## config.mk

```make
export PLATFORM = sky130hd
export DESIGN_NAME = comparator
export DESIGN_NICKNAME = d
export VERILOG_FILES = /design/src/rtl/comparator_pkg.sv /design/src/rtl/comparator_core.sv /design/src/rtl/comparator.sv
export SDC_FILE = /design/constraint.sdc
export NUM_CORES = 1
export LEC_CHECK = 0
export ABC_AREA = 1
export CAP_MARGIN = 20
export CORE_AREA = 2 2 39 41
export CTS_CLUSTER_SIZE = 10
export DETAILED_ROUTE_END_ITERATION = 7
export DIE_AREA = 0 0 41 43
export SLEW_MARGIN = 20
export SYNTH_ARGS = -nofsm -noshare
export SYNTH_HDL_FRONTEND = slang
export SYNTH_SLANG_ARGS = --single-unit
export TNS_END_PERCENT = 10
```

## constraint.sdc

```tcl
create_clock -name clk -period 1.25 [get_ports clk]
set_clock_uncertainty 0.1 [all_clocks]
set_input_delay 0.25 -clock clk [delete_from_list [all_inputs] [get_ports clk]]
set_output_delay 0.25 -clock clk [all_outputs]
set_load 0.05 [all_outputs]
```

## src/rtl/comparator_pkg.sv

```systemverilog
// Shared types and helpers for the registered three-way magnitude comparator.
package comparator_pkg;

    typedef enum logic [1:0] {
        CMP_LT = 2'd0,
        CMP_EQ = 2'd1,
        CMP_GT = 2'd2
    } cmp_result_t;

    // Decode a compare result into {greater, equal, lesser}; the unused
    // encoding maps to all-zero so it can never look like a valid one-hot.
    function automatic logic [2:0] to_flags(input cmp_result_t r);
        logic [2:0] flags;
        case (r)
            CMP_GT:  flags = 3'b100;
            CMP_EQ:  flags = 3'b010;
            CMP_LT:  flags = 3'b001;
            default: flags = 3'b000;
        endcase
        return flags;
    endfunction

endpackage

```

## src/rtl/comparator_core.sv

```systemverilog
// Purely combinational MSB-first compare cascade. In signed mode both sign
// bits are inverted so the two's-complement ordering becomes an unsigned one.
module comparator_core
    import comparator_pkg::*;
#(
    parameter int WIDTH      = 4,
    parameter int SIGNED_CMP = 0
) (
    input  logic [WIDTH-1:0] a,
    input  logic [WIDTH-1:0] b,
    output cmp_result_t      result
);

    localparam logic [WIDTH-1:0] SIGN_MASK =
        (SIGNED_CMP != 0) ? (WIDTH'(1) << (WIDTH - 1)) : '0;

    logic [WIDTH-1:0] a_biased;
    logic [WIDTH-1:0] b_biased;
    logic             decided;

    assign a_biased = a ^ SIGN_MASK;
    assign b_biased = b ^ SIGN_MASK;

    // Walk from the MSB down; the first differing bit decides the order,
    // and if no bit differs the operands are equal.
    always_comb begin
        result  = CMP_EQ;
        decided = 1'b0;
        for (int i = WIDTH - 1; i >= 0; i--) begin
            if (!decided && (a_biased[i] != b_biased[i])) begin
                decided = 1'b1;
                result  = a_biased[i] ? CMP_GT : CMP_LT;
            end
        end
    end

endmodule

```

## src/rtl/comparator.sv

```systemverilog
// Registered three-way comparator: one-cycle latency, one compare per clock,
// flags hold their last value while out_valid is low.
module comparator
    import comparator_pkg::*;
#(
    parameter int WIDTH      = 4,
    parameter int SIGNED_CMP = 0
) (
    input  logic             clk,
    input  logic             rst_n,
    input  logic             in_valid,
    input  logic [WIDTH-1:0] A,
    input  logic [WIDTH-1:0] B,
    output logic             out_valid,
    output logic             greater,
    output logic             equal,
    output logic             lesser
);

    cmp_result_t cmp_res;

    comparator_core #(
        .WIDTH      (WIDTH),
        .SIGNED_CMP (SIGNED_CMP)
    ) u_core (
        .a      (A),
        .b      (B),
        .result (cmp_res)
    );

    // Register the decoded flags only on valid cycles so they hold otherwise;
    // reset clears everything and wins over an incoming compare.
    always_ff @(posedge clk) begin
        if (!rst_n) begin
            out_valid <= 1'b0;
            greater   <= 1'b0;
            equal     <= 1'b0;
            lesser    <= 1'b0;
        end else begin
            out_valid <= in_valid;
            if (in_valid) begin
                {greater, equal, lesser} <= to_flags(cmp_res);
            end
        end
    end

endmodule

```

# Word level (Yosys, flattened, before mapping)
# Index checks and enable logic that the tools add are counted.
dict set report word_totals {
  reg_bits 4
  in_bits 11
  output_inout_bits 4
  wordCells 29
}
dict set report op_classes {
  n_eq_ne 6
  mux 12
  n_reduce_logical 7
}
# op count
set op_table {}
lappend op_table {{$mux 2} 8}
lappend op_table {{$pmux 3 s3} 1}
lappend op_table {{$ne 1x1->1} 4}
lappend op_table {{$logic_and 1x1->1} 3}
lappend op_table {{$logic_not 1->1} 3}
lappend op_table {{$mux 1} 3}
lappend op_table {{$eq 2x1->1 const B} 1}
lappend op_table {{$eq 2x2->1 const B} 1}
lappend op_table {{$logic_not 2->1} 1}

# Longest topological paths before layout
dict set report logic_depth {
  depth_word 13
  ltp_mapped 11
  depth_no_buf 11
}

# By module
# A second synthesis with hierarchy kept.
dict set report unflattened {
  cells_unflattened 48
  hier_area_um2 292.8
}
# mod instances cells_per_inst area_each_um2 seq_area_each_um2
set by_module_without_submodules {}
lappend by_module_without_submodules {comparator_core 1 28 147.6 0.0}
lappend by_module_without_submodules {comparator 1 20 145.1 80.1}

# Worst setup path before layout
# Ideal clock, no wire load.
dict set report synth_timing {
  path_type {input port to flip-flop}
  startpoint {input B[3]}
  endpoint {register greater}
  arrival_ns 1.152
  required_time_ns 1.033
  path_slack_ns -0.118
  cell_stages 11
  n_path_buf 0
  path_cell_list {inv_1 ha_1 inv_1 a21oi_1 nand3_1 nand2_1 nand2_1 nand2_2 nand2_1 nand2_1 a21oi_1}
}
dict set report synth_via {
  elab_chain_cells 13
}
# element line_no
set synth_rtl {}
lappend synth_rtl {{start, declared} comparator.sv:13} ;# input logic [WIDTH-1:0] B,
lappend synth_rtl {{$ne 1x1->1 *} comparator_core.sv:30} ;# if (!decided && (a_biased[i] != b_biased[i])) begin
lappend synth_rtl {{$mux 1} comparator_core.sv:30}
lappend synth_rtl {{$logic_not 1->1} comparator_core.sv:30}
lappend synth_rtl {{$logic_and 1x1->1} comparator_core.sv:30}
lappend synth_rtl {{$mux 1} comparator_core.sv:30}
lappend synth_rtl {{$logic_not 1->1} comparator_core.sv:30}
lappend synth_rtl {{$logic_and 1x1->1} comparator_core.sv:30}
lappend synth_rtl {{$mux 1} comparator_core.sv:30}
lappend synth_rtl {{$logic_not 1->1} comparator_core.sv:30}
lappend synth_rtl {{$logic_and 1x1->1} comparator_core.sv:30}
lappend synth_rtl {{$mux 2 *} comparator_core.sv:30}
lappend synth_rtl {{$eq 2x1->1 (tied with other cells)} comparator_pkg.sv:14} ;# case (r)
lappend synth_rtl {{$pmux 3 s3 *} comparator_pkg.sv:14}
lappend synth_rtl {{end signal, assigned} comparator.sv:42} ;# {greater, equal, lesser} <= to_flags(cmp_res);
lappend synth_rtl {{end, declared} comparator.sv:15} ;# output logic greater,
# Every way passes the cells marked *; elsewhere a longest branch is shown, timed or not.
# A chain may end at the register's enable or synchronous reset.

# Final worst setup path
dict set report layout_timing {
  startpoint {input A[3]}
  endpoint {register greater}
}
dict set report layout_via {
  elab_chain_cells 13
}
# element line_no
set layout_rtl {}
lappend layout_rtl {{start, declared} comparator.sv:12} ;# input logic [WIDTH-1:0] A,
lappend layout_rtl {{$ne 1x1->1} comparator_core.sv:30}
lappend layout_rtl {{$mux 1} comparator_core.sv:30}
lappend layout_rtl {{$logic_not 1->1} comparator_core.sv:30}
lappend layout_rtl {{$logic_and 1x1->1} comparator_core.sv:30}
lappend layout_rtl {{$mux 1} comparator_core.sv:30}
lappend layout_rtl {{$logic_not 1->1} comparator_core.sv:30}
lappend layout_rtl {{$logic_and 1x1->1} comparator_core.sv:30}
lappend layout_rtl {{$mux 1} comparator_core.sv:30}
lappend layout_rtl {{$logic_not 1->1} comparator_core.sv:30}
lappend layout_rtl {{$logic_and 1x1->1} comparator_core.sv:30}
lappend layout_rtl {{$mux 2 *} comparator_core.sv:30}
lappend layout_rtl {{$eq 2x1->1 (tied with other cells)} comparator_pkg.sv:14}
lappend layout_rtl {{$pmux 3 s3 *} comparator_pkg.sv:14}
# Marks and branches as above.

==> impl_metrics.ini <==
[worst_setup_path]
path_max_fanout = 4
cp.required_ps = 1280
r2r_start = greater
worst-r2r-cell-count = 2
reg2reg_to = greater
cp-end-kind = flip-flop
cp_slowest_cell = ha_4
max_stage_delay_ps = 280
r2r_setup_slack_ps = 510
cp_data_arrival_time_ps = 1240
crit_chain = buf_2 > ha_4 > inv_2 > a21oi_2 > nand3_1 > nand2_1 > nand2_1 > nand2_2 > nand2_2 > nand2_2 > a21oi_2
worstSetupStartpointType = primary input
critPathKind = in2reg
crit_top_cell = nand2_2

[yosys]
syn_inst = 50
ys_warn_count = 0
synthesis.area_um2 = 303
syn_avg_cell_area_um2 = 6.06
syn_nets = 62
yosysTopAreaCell = dfxtp_1
ys_ff_latch = 4
synthTopCellsByArea = dfxtp_1, nand2_1, inv_1
yosysSeqAreaShare_pct = 26.4
synth_cell_types = 13
netlist.area_leader.share_pct = 26.4

[placement]
gp_congestion = 0.693
hpwl_um = 599
numPortBuffers = 14

[sta]
slew_headroom_pct = 89.2
setup-violations-final = 0
max_freq_mhz = 826
layout_min_cycle_time_ps = 1210
worstMarginPinSlew_ps = 161
slew_viol_final = 0
tns_ps = 0
rsz0062_at_grt = yes
period_share_pct = 96.9
hold_slack_ps = 402
hold_violations = 0

[cells_and_area]
fin_nets = 85
most-common-layout-cells = nand2_1, inv_1, nand2_2, nand3_1
syn2layout_area_growth_pct = 100
diodes = 0
layout_commonest_cell = nand2_1
drive_gt1_share_pct = 42.3
post-route-util_pct = 43.8
fill_cells = 137

[pwr]
power.density_mw_per_mm2 = 835
ir_drop_mv = 0.533
p_leak_uw = 0.000297
p_total_uw = 506

[clock_tree]
clock_latency_ps = 240
cts_buffer_depth = 2
clkSlewWorstSetupHoldPaths_ps = 40
numCtsBuffers = 3
cts_tree = yes
clock-root-buffer = clkbuf_4
cts_sinks = 4
htreeDepth = 1
postCtsSetupRepairBufs = 0

[routing]
drcViolationCount = 0
initialDrtViolationCount = 6
vias = 360
ant_nets = 0
drtPass1Iterations = 4
wire_per_inst_um = 8.21
wirelength_um = 714
drt-vias-per-instance = 4.14

[floorplan]
fp.dieW_um = 41
core-area_mm2 = 0.00138
die_y_um = 43
ios = 15
rows = 14
start_util_pct = 21.9
die_area_mm2 = 0.00176

[global_route]
grt_start_max_net_pins = 5
antenna_found_initial = 0
overflow = 0
grt_pass1_vias = 305
grt_usage_pct = 10.4
grt_pass1_wl_um = 1200

[min_path]
min_path_type = reg2reg
holdPathEnd = equal
hold_start = equal
hold_path_depth = 2

[job]
maxCapViolCount = 0

[outcome]
status = complete, no violations
## final cells by class
type                    count  area, um2  area share [%]
flip-flops and latches      4       80.1            13.2
multi-input cells          35        224            37.0
clock buffers               3       22.5            3.72
well taps                  16       20.0            3.31
inverters                  11       53.8            8.88
repair buffers             18        205            33.9
## registers in the layout, summed over array words and instances, names as in the netlist
register / flops
equal: 1
greater: 1
lesser: 1
out_valid: 1
## per-layer routing
layer	routed length, um	GRT usage, %	part of all wire (%)
met5	0	0	0
met4	0	4.00	0
met1	299	13.2	42
met2	382	13.1	54
met3	31	7.85	4.3
## worst max-delay path: cells and delay by family
kind	cells	cell delay [ps]
buffers and inverters	2	150
and+or+nand+nor	6	400
adders and majority gates	1	280
AOI/OAI and AO/OA	2	150
## metrics by stage
step                      setup slack [ps]  std cells  area [um2]
after floorplan                      -25.9         50         332
after global placement                -736         84         562
after detailed placement              -762         84         562
after CTS                             23.5         87         587
after global routing                 -2.09         87         606
final                                 38.8         87         606
## Yosys cell counts
cell type,count
nand2_1,17
inv_1,10
inv_2,1
a21oi_1,4
nand2_2,2
nor2_2,1
nand3_1,6
nand3_2,1
nor2_4,1
ha_1,1
xnor2_1,1
nand4_1,1
dfxtp_1,4
## cells by family (layout without fill, tap and decap cells)
logic type,Yosys count,in the layout,synth area share [%]
AND/OR/NAND/NOR,29,29,46.3
buffers and inverters,11,32,13.6
AO/OA/AOI/OAI,4,4,6.61
flip-flops,4,4,26.4
adder cells (fa/ha/maj),1,1,4.13
XOR/XNOR,1,1,2.89
## what timing repair did
| action | 4_1_cts | 5_1_grt |
|---|---|---|
| setup endpoints to repair | 3 | 3 |
| gates resized for setup | 20 | 7 |
| pin swaps | 9 | 4 |
| hold buffers | 0 | 0 |
## how the worst max path moves through the flow
stage	slack (ps)	from	to	cells after the start
detailed placement	-760	B[3]	greater	12
finish	40	A[3]	greater	11
global route	-2	A[3]	lesser	10
global placement	-740	B[3]	greater	12
CTS	20	B[3]	greater	12
floorplan	-30	B[3]	greater	11
## where the power goes
| part | total (uW) | leakage (uW) | switching (uW) | internal, uW |
|---|---|---|---|---|
| sequential | 144 | 0.0000329 | 7.83 | 136 |
| combinational | 199 | 0.000250 | 101 | 97.2 |
| clock | 163 | 0.0000138 | 55.3 | 108 |
| total | 506 | 0.000297 | 165 | 341 |
Power figures use the tool's default switching activity.
